<file path="config.mk">
export PLATFORM = sky130hd
export DESIGN_NAME = sklansky_mp_add_ctrl
export DESIGN_NICKNAME = d
export VERILOG_FILES = /design/src/rtl/sklansky_mp_add_ctrl.sv
export SDC_FILE = /design/constraint.sdc
export NUM_CORES = 1
export LEC_CHECK = 0
export CORE_ASPECT_RATIO = 0.75
export CORE_UTILIZATION = 35
export DETAILED_ROUTE_END_ITERATION = 7
export DONT_BUFFER_PORTS = 1
export PLACE_DENSITY_LB_ADDON = 0.08
export RECOVER_POWER = 100
export SETUP_SLACK_MARGIN = 0.4
export SYNTH_ARGS = -nofsm -noshare
export SYNTH_HDL_FRONTEND = slang
export SYNTH_SLANG_ARGS = --single-unit
export TNS_END_PERCENT = 20
</file>
<file path="constraint.sdc">
create_clock -name clk -period 2.9 [get_ports clk]
set_input_delay 0.29 -clock clk [delete_from_list [all_inputs] [get_ports clk]]
set_output_delay 0.29 -clock clk [all_outputs]
set_load 0.005 [all_outputs]
</file>
<file path="src/rtl/sklansky_mp_add_ctrl.sv">
// Multi-precision adder sequencer: reuses one 4-bit Sklansky prefix adder per nibble, LSB first.
// Optional subtract mode is enabled by defining SKL_SUB_EN.

module Sklansky (
    input  logic [3:0] A,
    input  logic [3:0] B,
    input  logic       Cin,
    output logic [3:0] Sum,
    output logic       Cout
);
    logic [3:0] g_s;
    logic [3:0] p_s;
    logic       g10_s, p10_s, g32_s, p32_s, g20_s, p20_s, g30_s, p30_s;
    logic [3:0] c_s;

    // Two-level Sklansky prefix tree over generate/propagate pairs
    always_comb begin
        g_s   = A & B;
        p_s   = A ^ B;
        g10_s = g_s[1] | (p_s[1] & g_s[0]);
        p10_s = p_s[1] & p_s[0];
        g32_s = g_s[3] | (p_s[3] & g_s[2]);
        p32_s = p_s[3] & p_s[2];
        g20_s = g_s[2] | (p_s[2] & g10_s);
        p20_s = p_s[2] & p10_s;
        g30_s = g32_s | (p32_s & g10_s);
        p30_s = p32_s & p10_s;
        c_s[0] = Cin;
        c_s[1] = g_s[0] | (p_s[0] & Cin);
        c_s[2] = g10_s | (p10_s & Cin);
        c_s[3] = g20_s | (p20_s & Cin);
        Cout   = g30_s | (p30_s & Cin);
        Sum    = p_s ^ c_s;
    end
endmodule

module sklansky_mp_add_ctrl #(
    parameter int WIDTH = 16
) (
    input  logic             clk,
    input  logic             rst_n,
    input  logic             start,
`ifdef SKL_SUB_EN
    input  logic             sub,
`endif
    input  logic [WIDTH-1:0] a,
    input  logic [WIDTH-1:0] b,
    input  logic             cin,
    output logic             busy,
    output logic             done,
    output logic [WIDTH-1:0] sum,
    output logic             cout
);
    localparam int NIB  = WIDTH / 4;
    localparam int IDXW = (NIB > 1) ? $clog2(NIB) : 1;
    localparam logic [IDXW-1:0] LAST_IDX = IDXW'(NIB - 1);

    typedef enum logic [1:0] {
        ST_IDLE = 2'd0,
        ST_RUN  = 2'd1,
        ST_DONE = 2'd2
    } state_e;

    state_e            state_q, state_d;
    logic [IDXW-1:0]   idx_q, idx_d;
    logic [WIDTH-1:0]  a_q, a_d;
    logic [WIDTH-1:0]  b_q, b_d;
    logic              carry_q, carry_d;
    logic [WIDTH-1:0]  sum_q, sum_d;
    logic              cout_q, cout_d;
    logic              busy_q, busy_d;
    logic              done_q, done_d;

    logic [IDXW+1:0]   nib_base_s;
    logic [3:0]        nib_a_s;
    logic [3:0]        nib_b_s;
    logic [3:0]        nib_sum_s;
    logic              nib_cout_s;
    logic              sub_s;

`ifdef SKL_SUB_EN
    assign sub_s = sub;
`else
    assign sub_s = 1'b0;
`endif

    // Select the current nibble of the captured operands
    always_comb begin
        nib_base_s = {idx_q, 2'b00};
        nib_a_s    = a_q[nib_base_s +: 4];
        nib_b_s    = b_q[nib_base_s +: 4];
    end

    Sklansky u_add4 (
        .A    (nib_a_s),
        .B    (nib_b_s),
        .Cin  (carry_q),
        .Sum  (nib_sum_s),
        .Cout (nib_cout_s)
    );

    // State and datapath registers with synchronous active-low reset
    always_ff @(posedge clk) begin
        if (!rst_n) begin
            state_q <= ST_IDLE;
            idx_q   <= '0;
            a_q     <= '0;
            b_q     <= '0;
            carry_q <= 1'b0;
            sum_q   <= '0;
            cout_q  <= 1'b0;
            busy_q  <= 1'b0;
            done_q  <= 1'b0;
        end else begin
            state_q <= state_d;
            idx_q   <= idx_d;
            a_q     <= a_d;
            b_q     <= b_d;
            carry_q <= carry_d;
            sum_q   <= sum_d;
            cout_q  <= cout_d;
            busy_q  <= busy_d;
            done_q  <= done_d;
        end
    end

    // Next-state logic
    always_comb begin
        state_d = state_q;
        case (state_q)
            ST_IDLE: begin
                if (start) begin
                    state_d = ST_RUN;
                end else begin
                    state_d = ST_IDLE;
                end
            end
            ST_RUN: begin
                if (idx_q == LAST_IDX) begin
                    state_d = ST_DONE;
                end else begin
                    state_d = ST_RUN;
                end
            end
            ST_DONE: state_d = ST_IDLE;
            default: state_d = ST_IDLE;
        endcase
    end

    // Operand capture, nibble write-back and registered status outputs
    always_comb begin
        idx_d   = idx_q;
        a_d     = a_q;
        b_d     = b_q;
        carry_d = carry_q;
        sum_d   = sum_q;
        cout_d  = cout_q;
        busy_d  = (state_d == ST_RUN);
        done_d  = (state_d == ST_DONE);
        case (state_q)
            ST_IDLE: begin
                if (start) begin
                    a_d = a;
                    // Subtraction is a + ~b + 1, so the caller's cin is overridden
                    if (sub_s) begin
                        b_d     = ~b;
                        carry_d = 1'b1;
                    end else begin
                        b_d     = b;
                        carry_d = cin;
                    end
                    idx_d  = '0;
                    sum_d  = '0;
                    cout_d = 1'b0;
                end else begin
                    idx_d = idx_q;
                end
            end
            ST_RUN: begin
                sum_d[nib_base_s +: 4] = nib_sum_s;
                carry_d                = nib_cout_s;
                if (idx_q == LAST_IDX) begin
                    cout_d = nib_cout_s;
                    idx_d  = '0;
                end else begin
                    idx_d = idx_q + IDXW'(1);
                end
            end
            ST_DONE: idx_d = idx_q;
            default: idx_d = '0;
        endcase
    end

    assign busy = busy_q;
    assign done = done_q;
    assign sum  = sum_q;
    assign cout = cout_q;
endmodule

</file>
==> impl_metrics.tcl <==
set metrics [dict create \
    power.total_mw 1.480 \
    dieArea_um2 7737 \
    worst_pin_slew_ns 1.214 \
    vias 1854 \
    worstSkewPairLatency_ns 0.31 \
    switching_share_pct 26.81 \
    worstSetupStartpointType "flop" \
    synth_top_area_share_pct 43.37 \
    drt_iter0_drc 107 \
    endpoint "cout$_SDFFE_PN0P_" \
    maxCapViolCount 0 \
    clockRootBuffer "clkbuf_8" \
    path_clk_slew_ns 0.10 \
    holdCritPathClass "input port to flop" \
    slew_headroom_pct 19.00 \
    grt_pass1_wl_um 9998 \
    first_pass_iters 4 \
    use_met3_pct 4.404 \
    fin_setup_tns_ns 0 \
    ant_nets 0 \
    final_core_util_pct 39.40 \
    gp_congestion 0.7459 \
    grt_use_total_pct 16.93 \
    grt_pass1_vias 1797 \
    synth_top_area_cell "dfxtp_1" \
    grt_use_met2_pct 22.18 \
    die_h_um 76.43 \
    synth.net_count 317 \
    synthCells 272 \
    cts_made_buffers 5 \
    ys_types 38 \
    layout_commonest_cell "nand2_1" \
    area_growth_pct 6.099 \
    r2r-start "idx_q[0]$_SDFFE_PN0P_" \
    fmax_mhz 402.9 \
    timing_hold_violations_final 0 \
    die_w_um 101.2 \
    drt-total-wl_um 5901 \
    dp_cells 356 \
    rsz0062_at_grt "no" \
    avgSynthCellArea_um2 9.504 \
    portBuffers 0 \
    drv_slew 0 \
    peakVddDrop_mv 0.1961 \
    ys_ff_latch 56 \
    gr-total-overflow 0 \
    diodes 0 \
    crit_type "flop to flop" \
    comb_power_share_pct 12.8 \
    cp-end-kind "flop" \
    nNetsFinal 314 \
    antenna_found_initial 0 \
    ys_warn_count 0 \
    drive_above_1_share_pct 11.11 \
    use_met1_pct 26.66 \
    critPathMaxFanout 9 \
    initial_core_util_pct 37.13 \
    p_seq_share_pct 56.2 \
    arrival_ns 2.68 \
    holdWs_ns 0.1035 \
    crit_path_start "idx_q[0]$_SDFFE_PN0P_" \
    final_cell_mix "nand2_1 (72), dfxtp_1 (55), a21boi_0 (30)" \
    cts_tree "built" \
    power_frac_clock_pct 31.0 \
    ys_seq_area_share_pct 43.37 \
    r2r-end "cout$_SDFFE_PN0P_" \
    drc 0 \
    cts_buffer_depth 2 \
    synth_area_leaders "dfxtp_1 (43%), nand2_1 (10%), a21boi_1 (9.3%)" \
    outcome "finished clean" \
    clock-sinks 56 \
    drt-wirelength-per-cell_um 16.04 \
    grt_max_degree 61 \
    dpl.hpwl_um 4220 \
    cellLeakagePower_nw 0.9979 \
    core_um2 6962 \
    rrSetupSlack_ns 0.42 \
    p_per_area_nw_per_um2 539.6 \
    rows 26 \
    syn_area_um2 2585 \
    fin_crit_sh_pct 85.59 \
    setup_viol 0 \
    power_switching_mw 0.3967 \
    busiest_layer "met1" \
    design.portCount 55 \
    viasPerCell 5.038 \
    skew_ns 0.007295 \
    period_minus_slack_ns 2.482 \
    final_cells 368 \
    reg2regPathDepth 6 \
    p_int_mw 1.083 \
    worstPathRequired_ns 3.10 \
    htree_levels 2 \
]
metrics by stage:
| step | setup slack, ns | instance area, um2 |
|---|---|---|
| global route | 0.2407 | 2743 |
| floorplan | 0.4340 | 2586 |
| detailed placement | 0.2865 | 2650 |
| CTS | 0.4094 | 2749 |
| finish | 0.4179 | 2743 |
| global placement | 0.3065 | 2650 |
sequential cells by signal, summed over array words and instances (netlist names), 2 cells and up:
register  cells
b_q          16
idx_q         2
state_q       2
sum          16
a_q          16
area by class of cell:
type	count	area [um2]
clock inverter	2	13.76
clock buffer	6	82.58
tap	98	122.6
fill	731	4219
inverter	5	18.77
multi-input combinational	195	1339
timing repair buffer	6	41.29
sequential	56	1125
Yosys cell counts (all sizes together):
| cell type | number |
|---|---|
| a21o | 5 |
| nor2b | 15 |
| nand4b | 1 |
| nor2 | 4 |
| nand3b | 2 |
| o311a | 2 |
| nand3 | 6 |
| clkbuf | 7 |
| a32oi | 4 |
| a211o | 1 |
| nand2b | 2 |
| nand2 | 72 |
| o21a | 2 |
| a21boi | 32 |
| and3 | 2 |
| dfxtp | 56 |
| o22a | 1 |
| inv | 5 |
| buf | 9 |
| a21oi | 4 |
| mux4 | 8 |
| o21ai | 6 |
| nor4 | 1 |
| or2 | 1 |
| xor2 | 2 |
| nor3 | 2 |
| nor4b | 1 |
| fa | 1 |
| a31oi | 1 |
| a22oi | 9 |
| ha | 8 |
per-layer routing:
metal	share of wire, %	vias up
li1	-	936
met1	56	881
met2	39	33
met3	4.6	4
met4	0.69	0
met5	0	-
worst min path at each step:
stage / from / endpoint / slack [ns] / depth (start not counted)
after floorplan: a[0] / a_q[0]$_SDFFE_PN0P_ / 0.42 / 2
after global placement: rst_n / state_q[0]$_SDFF_PN0_ / 0.42 / 1
after detailed placement: rst_n / state_q[0]$_SDFF_PN0_ / 0.42 / 1
after CTS: b[1] / b_q[1]$_SDFFE_PN0P_ / 0.09 / 2
after global routing: a[5] / a_q[5]$_SDFFE_PN0P_ / 0.09 / 2
final: a[5] / a_q[5]$_SDFFE_PN0P_ / 0.10 / 2
kinds of logic (layout without fill, tap and decap cells):
| logic type | after synthesis | after routing | share of synthesized area (%) |
|---|---|---|---|
| xor gates and xnor gates | 2 | 2 | 0.9683 |
| AOI/OAI and AO/OA | 67 | 67 | 19.51 |
| buffers and inverters | 21 | 19 | 3.582 |
| and+or+nand+nor | 109 | 109 | 20.96 |
| DFF | 56 | 56 | 43.37 |
| adders and majority gates | 9 | 9 | 4.647 |
| muxes | 8 | 8 | 6.970 |
timing repair:
item	4_1_cts	5_1_grt
hold buffers	0	0
setup buffers	0	4
endpoints found under the setup margin	10	8
resized for setup	1	0
power by group through the flow:
stage,combinational (mW),clock (mW),sequential (mW)
after floorplan,0.173,0,0.836
after global placement,0.192,0,0.855
after detailed placement,0.195,0,0.854
after CTS,0.195,0.481,0.836
after global routing,0.214,0.508,0.839
final,0.189,0.458,0.832
critical path, stage by stage, from the launching register on:
cell and delay, ns:
dfxtp_4 0.44, mux4_2 0.57, ha_1 0.32, a211o_1 0.32, a31oi_1 0.33, nor2b_1 0.11
o311a_1 0.29
Power figures use the tool's default switching activity.
==> RTL edit 1 (config.mk and constraints unchanged) <==
Add a define of `SKL_SUB_EN`.
--- a/src/rtl/sklansky_mp_add_ctrl.sv
+++ b/src/rtl/sklansky_mp_add_ctrl.sv
@@ -1,5 +1,7 @@
 // Multi-precision adder sequencer: reuses one 4-bit Sklansky prefix adder per nibble, LSB first.
 // Optional subtract mode is enabled by defining SKL_SUB_EN.
+
+`define SKL_SUB_EN
 
 module Sklansky (
     input  logic [3:0] A,
Interface: changed (added sub); port bits go from 55 to 56. The function was not compared with the original's and may differ.
==> RTL edit 1 against the original RTL <==
Design area down 0.96%; sequential power up 0.8%; count of clock-buffer cells in the layout is the same; die area grew 1.0%; non-clock buffer count down 1; via count is 1.3% higher; sequential cell count is the same; cell count is 0.54% lower; power up 1.5%; synthesized area is 1.1% higher; fmax down 0.85%; routed wire length grew 0.54%; setup slack worse by 0.021 ns; critical path type unchanged; highest routed layer unchanged.
==> RTL edit 1: results (changes against the original RTL) <==
* Run status: finished clean (unchanged)
* Fin. Hold Viols at 0 (unchanged)
* HP Start: a[7] (was a[5])
* Vias in the first global route at 1853 (was 1797)
* Seq/Total Area, Yosys at 0.429 (was 0.434)
* Commonest cells in the netlist: dfxtp_1, nand2_1, nor2_1 (was nand2_1, dfxtp_1, a21boi_1)
* Ys async rst share at 0 (unchanged)
* Yosys warns at 0 (unchanged)
* Placed instance area at 0.00268 mm2 (was 0.00265 mm2)
* Main area contributors after synthesis: dfxtp_1, mux4_2, xnor2_1 (was dfxtp_1, nand2_1, a21boi_1)
* Vias per cell at 5.13 (was 5.04)
* HPWL reported at the end of detailed placement at 4290 um (was 4220 um)
* Crit path DAT at 2.74 ns (was 2.68 ns)
* Starting DRT DRC Count at 89 (was 107)
* Cts bufs inserted at 5 (unchanged)
* CP Launch Type: flip-flop (unchanged)
* Reg2reg start: idx_q[1]$_SDFFE_PN0P_ (was idx_q[0]$_SDFFE_PN0P_)
* First-pass GRT wire length at 9940 um (was 10000 um)
* Layout cells sized above 1 at 0.108 (was 0.111)
* Worst-path clk slew at 0.10 ns (about the same)
* Syn nets at 319 (was 317)
* Reg2Reg Setup Slack at 0.40 ns (was 0.42 ns)
* Nets at 313 (was 314)
* Crit-path max FO at 8 (was 9)
* Clk_skew at 0.00851 ns (was 0.00730 ns)
* Top layer reached by signal wires: met4 (unchanged)
* HP Class: in -> reg (unchanged)
* Met1 wire length at 3160 um (was 3280 um)
* DP Worst Slack at 0.428 ns (was 0.286 ns)
* Drt wl/cell at 16.2 um (was 16.0 um)
* WL met3 at 403 um (was 273 um)
* Total Routing Usage GR at 0.165 (was 0.169)
* H-tree levels at 2 (unchanged)
* Tmin final at 2.50 ns (was 2.48 ns)
* Antenna violations before repair at 0 (unchanged)
* Cell variety after synth at 38 (unchanged)
* DRT Pass-1 Iters at 4 (unchanged)
* Clk_lat worst skew at 0.31 ns (about the same)
* Largest net degree at the start of global routing at 52 (was 61)
* Root Buffer: clkbuf_8 (unchanged)
* Max-slew headroom at 0.341 (was 0.190)
* Switching Share at 0.271 (was 0.268)
* Met2 wire length at 2330 um (was 2310 um)
* PortBufs at 0 (unchanged)
* Antenna fix cells at 0 (unchanged)
* Clock Path Buffers at 2 (unchanged)
* RePlAce Congestion at 0.745 (was 0.746)
* Maximum VDD drop at 0.214 mV (was 0.196 mV)
* Static leakage at 0.948 nW (was 0.998 nW)
==> RTL edit 1: cell types whose count changed after synthesis, sizes merged, moves of 3 or more <==
cell / change
nand2: -33
inv: +4
a21boi: -32
buf: +3
nor2b: -15
o21ai: -5
nor2: +31
a21oi: +16
xnor2: +17
o31ai: +5
a211oi: +17
==> RTL edit 1: power by group through the flow <==
stage	sequential (mW)	combinational, mW	clock, mW
floorplan	0.843	0.198	0
global placement	0.859	0.232	0
detailed placement	0.857	0.231	0
CTS	0.840	0.233	0.467
global route	0.846	0.251	0.492
finish	0.839	0.222	0.441
==> RTL edit 1: metrics by stage <==
step	hold WS (ns)	std cells	total power, mW
finish	0.110	366	1.50
global placement	0.430	358	1.09
floorplan	0.426	273	1.04
global route	0.103	366	1.59
CTS	0.0955	366	1.54
detailed placement	0.435	358	1.09
==> RTL edit 1: area by class of cell <==
| cell class | instances | area, um2 |
|---|---|---|
| repair buffers | 5 | 31.3 |
| multi-input cells | 190 | 1320 |
| fillers | 768 | 4310 |
| clock inverters | 2 | 10.0 |
| flip-flops and latches | 56 | 1120 |
| well taps | 98 | 123 |
| clock buffers | 6 | 82.6 |
| inverters | 9 | 33.8 |
==> RTL edit 1: routing by layer <==
metal | global-route usage | up-vias
met2 | 0.212 | 49
li1 | - | 939
met5 | 0 | -
met1 | 0.265 | 885
met4 | 0.0391 | 0
met3 | 0.0419 | 5
==> RTL edit 1: cells by family after synthesis <==
group | share of synthesized area
AO/OA/AOI/OAI | 0.168
flip-flops | 0.429
buffers and inverters | 0.0551
adder cells (fa/ha/maj) | 0.0460
AND/OR/NAND/NOR | 0.173
multiplexers | 0.0690
XOR/XNOR | 0.0603
==> RTL edit 1: repair_timing <==
item | in CTS | in global routing
gates resized for setup | 1 | 1
endpoints found under the setup margin | 1 | 5
buffers inserted | 0 | 0
==> RTL edit 1: critical path: stages (launching register included) <==
cell	delay [ns]
dfxtp_1	0.54
clkbuf_1	0.27
inv_1	0.10
ha_1	0.34
nor4b_1	0.85
a22oi_1	0.20
nor2_1	0.13
==> RTL edit 1: final timing paths <==
path	to	cells past startpoint
setup / recovery	sum[0]$_SDFFE_PN0P_	6
hold / removal	a_q[7]$_SDFFE_PN0P_	2
setup reg to reg	sum[0]$_SDFFE_PN0P_	6
hold reg to reg	a_q[0]$_SDFFE_PN0P_	2
==> RTL edit 2 (same flow settings) <==
Without the edit above. Put one more register stage on the output `sum`, cleared by the reset. The value now appears one clock later. The other outputs are not delayed to match.
--- a/src/rtl/sklansky_mp_add_ctrl.sv
+++ b/src/rtl/sklansky_mp_add_ctrl.sv
@@ -193,7 +193,13 @@
 
     assign busy = busy_q;
     assign done = done_q;
-    assign sum  = sum_q;
+    always_ff @(posedge clk) begin
+        if (!rst_n) begin
+            sum <= '0;
+        end else begin
+            sum <= sum_q;
+        end
+    end
     assign cout = cout_q;
 endmodule
 
Check against the original RTL: not equivalent (Yosys sat finds a counterexample within 4 cycles, from zero or initial values and one cycle with rst_n low).
==> RTL edit 2 against the original RTL <==
Setup slack worse by 0.0033 ns; synthesized area grew 9.2%; fmax fell by 0.13%; power increased by 42%; design area increased by 14%; sequential cell count increased by 16; count of clock-buffer cells in the layout rose by 3; critical path depth up 1; routed wire length is 2.9% higher.
==> RTL edit 2: results (changes against the original RTL) <==
* Run status: finished clean (unchanged)
* Worst-path clk slew at 0.08 ns (was 0.10 ns)
* Total Routing Usage GR at 0.160 (was 0.169)
* Main area contributors after synthesis: dfxtp_1, nand2_1, a21boi_0 (was dfxtp_1, nand2_1, a21boi_1)
* Clk_skew at 0.00525 ns (was 0.00730 ns)
* Clock group at 0.876 mW (was 0.458 mW)
* Seq/Total Area, Yosys at 0.511 (was 0.434)
* Cell variety after synth at 34 (was 38)
* DP Worst Slack at 0.341 ns (was 0.286 ns)
* Post-route design area at 0.00312 mm2 (was 0.00274 mm2)
* Switching Share at 0.246 (was 0.268)
* First-pass GRT wire length at 9970 um (was 10000 um)
* Maximum VDD drop at 0.328 mV (was 0.196 mV)
* Fmax at 402 MHz (was 403 MHz)
* Finished Layout Cells at 400 (was 368)
* Commonest cells in the netlist: nand2_1, dfxtp_1, a21boi_0 (was nand2_1, dfxtp_1, a21boi_1)
* HP Start: rst_n (was a[5])
* Slowest-stage cell, CP: dfxtp_1 (was mux4_2)
* Total Power at 2.10 mW (was 1.48 mW)
* XOR/XNOR Fraction of Synth Area at 0.00931 (was 0.00968)
* Layout cells sized above 1 at 0.100 (was 0.111)
* Sequential power at 1.05 mW (was 0.832 mW)
* Clk_lat worst skew at 0.35 ns (was 0.31 ns)
* HPWL reported at the end of detailed placement at 4240 um (was 4220 um)
* Nets at 339 (was 314)
* Placed instance area at 0.00291 mm2 (was 0.00265 mm2)
* Synth Area in Compound Gates at 0.155 (was 0.195)
* Adder-Cell Fraction of Synth Area at 0.0426 (was 0.0465)
* Syn nets at 341 (was 317)
* Worst r2r path cells at 7 (was 6)
* Cts bufs inserted at 9 (was 5)
* Static leakage at 1.25 nW (was 0.998 nW)
* Vias in the first global route at 1913 (was 1797)
* Mux cell area share after synthesis at 0.0678 (was 0.0697)
* Fillers at 784 (was 731)
* Starting DRT DRC Count at 83 (was 107)
* Hold_ws at 0.0659 ns (was 0.104 ns)
* H-tree levels at 3 (was 2)
* Worst hold endpoint: sum[12]$_SDFF_PN0_ (was a_q[5]$_SDFFE_PN0P_)
[RTL edit 2: cell count changes after synthesis, moves of 9 or more]
cell,change
a21boi_0,+29
a21boi_1,-29
dfxtp_1,+16
inv_1,+15
o22ai_1,+12
nand2_1,+10
nor2b_1,-10
a22oi_1,-9
[RTL edit 2: per-layer routing]
layer / GRT usage / wire length [um]
met1: 0.222 / 3270
met2: 0.216 / 2370
met3: 0.0710 / 362
met4: 0.0542 / 79
met5: 0 / 0
[RTL edit 2: final cells by class]
type,count,area share
clock inverters,7,0.0304
clock buffers,9,0.0396
repair buffers,3,0.00481
flip-flops and latches,72,0.461
multi-input cells,191,0.403
inverters,17,0.0204
well taps,101,0.0404
[RTL edit 2: cell families (layout without fill, tap and decap cells)]
kind of cell	after synthesis	in the layout
buf+inv	33	36
fa+ha+maj	9	9
simple gates	107	107
xor+xnor	3	3
compound gates	63	63
flops	72	72
mux	9	9
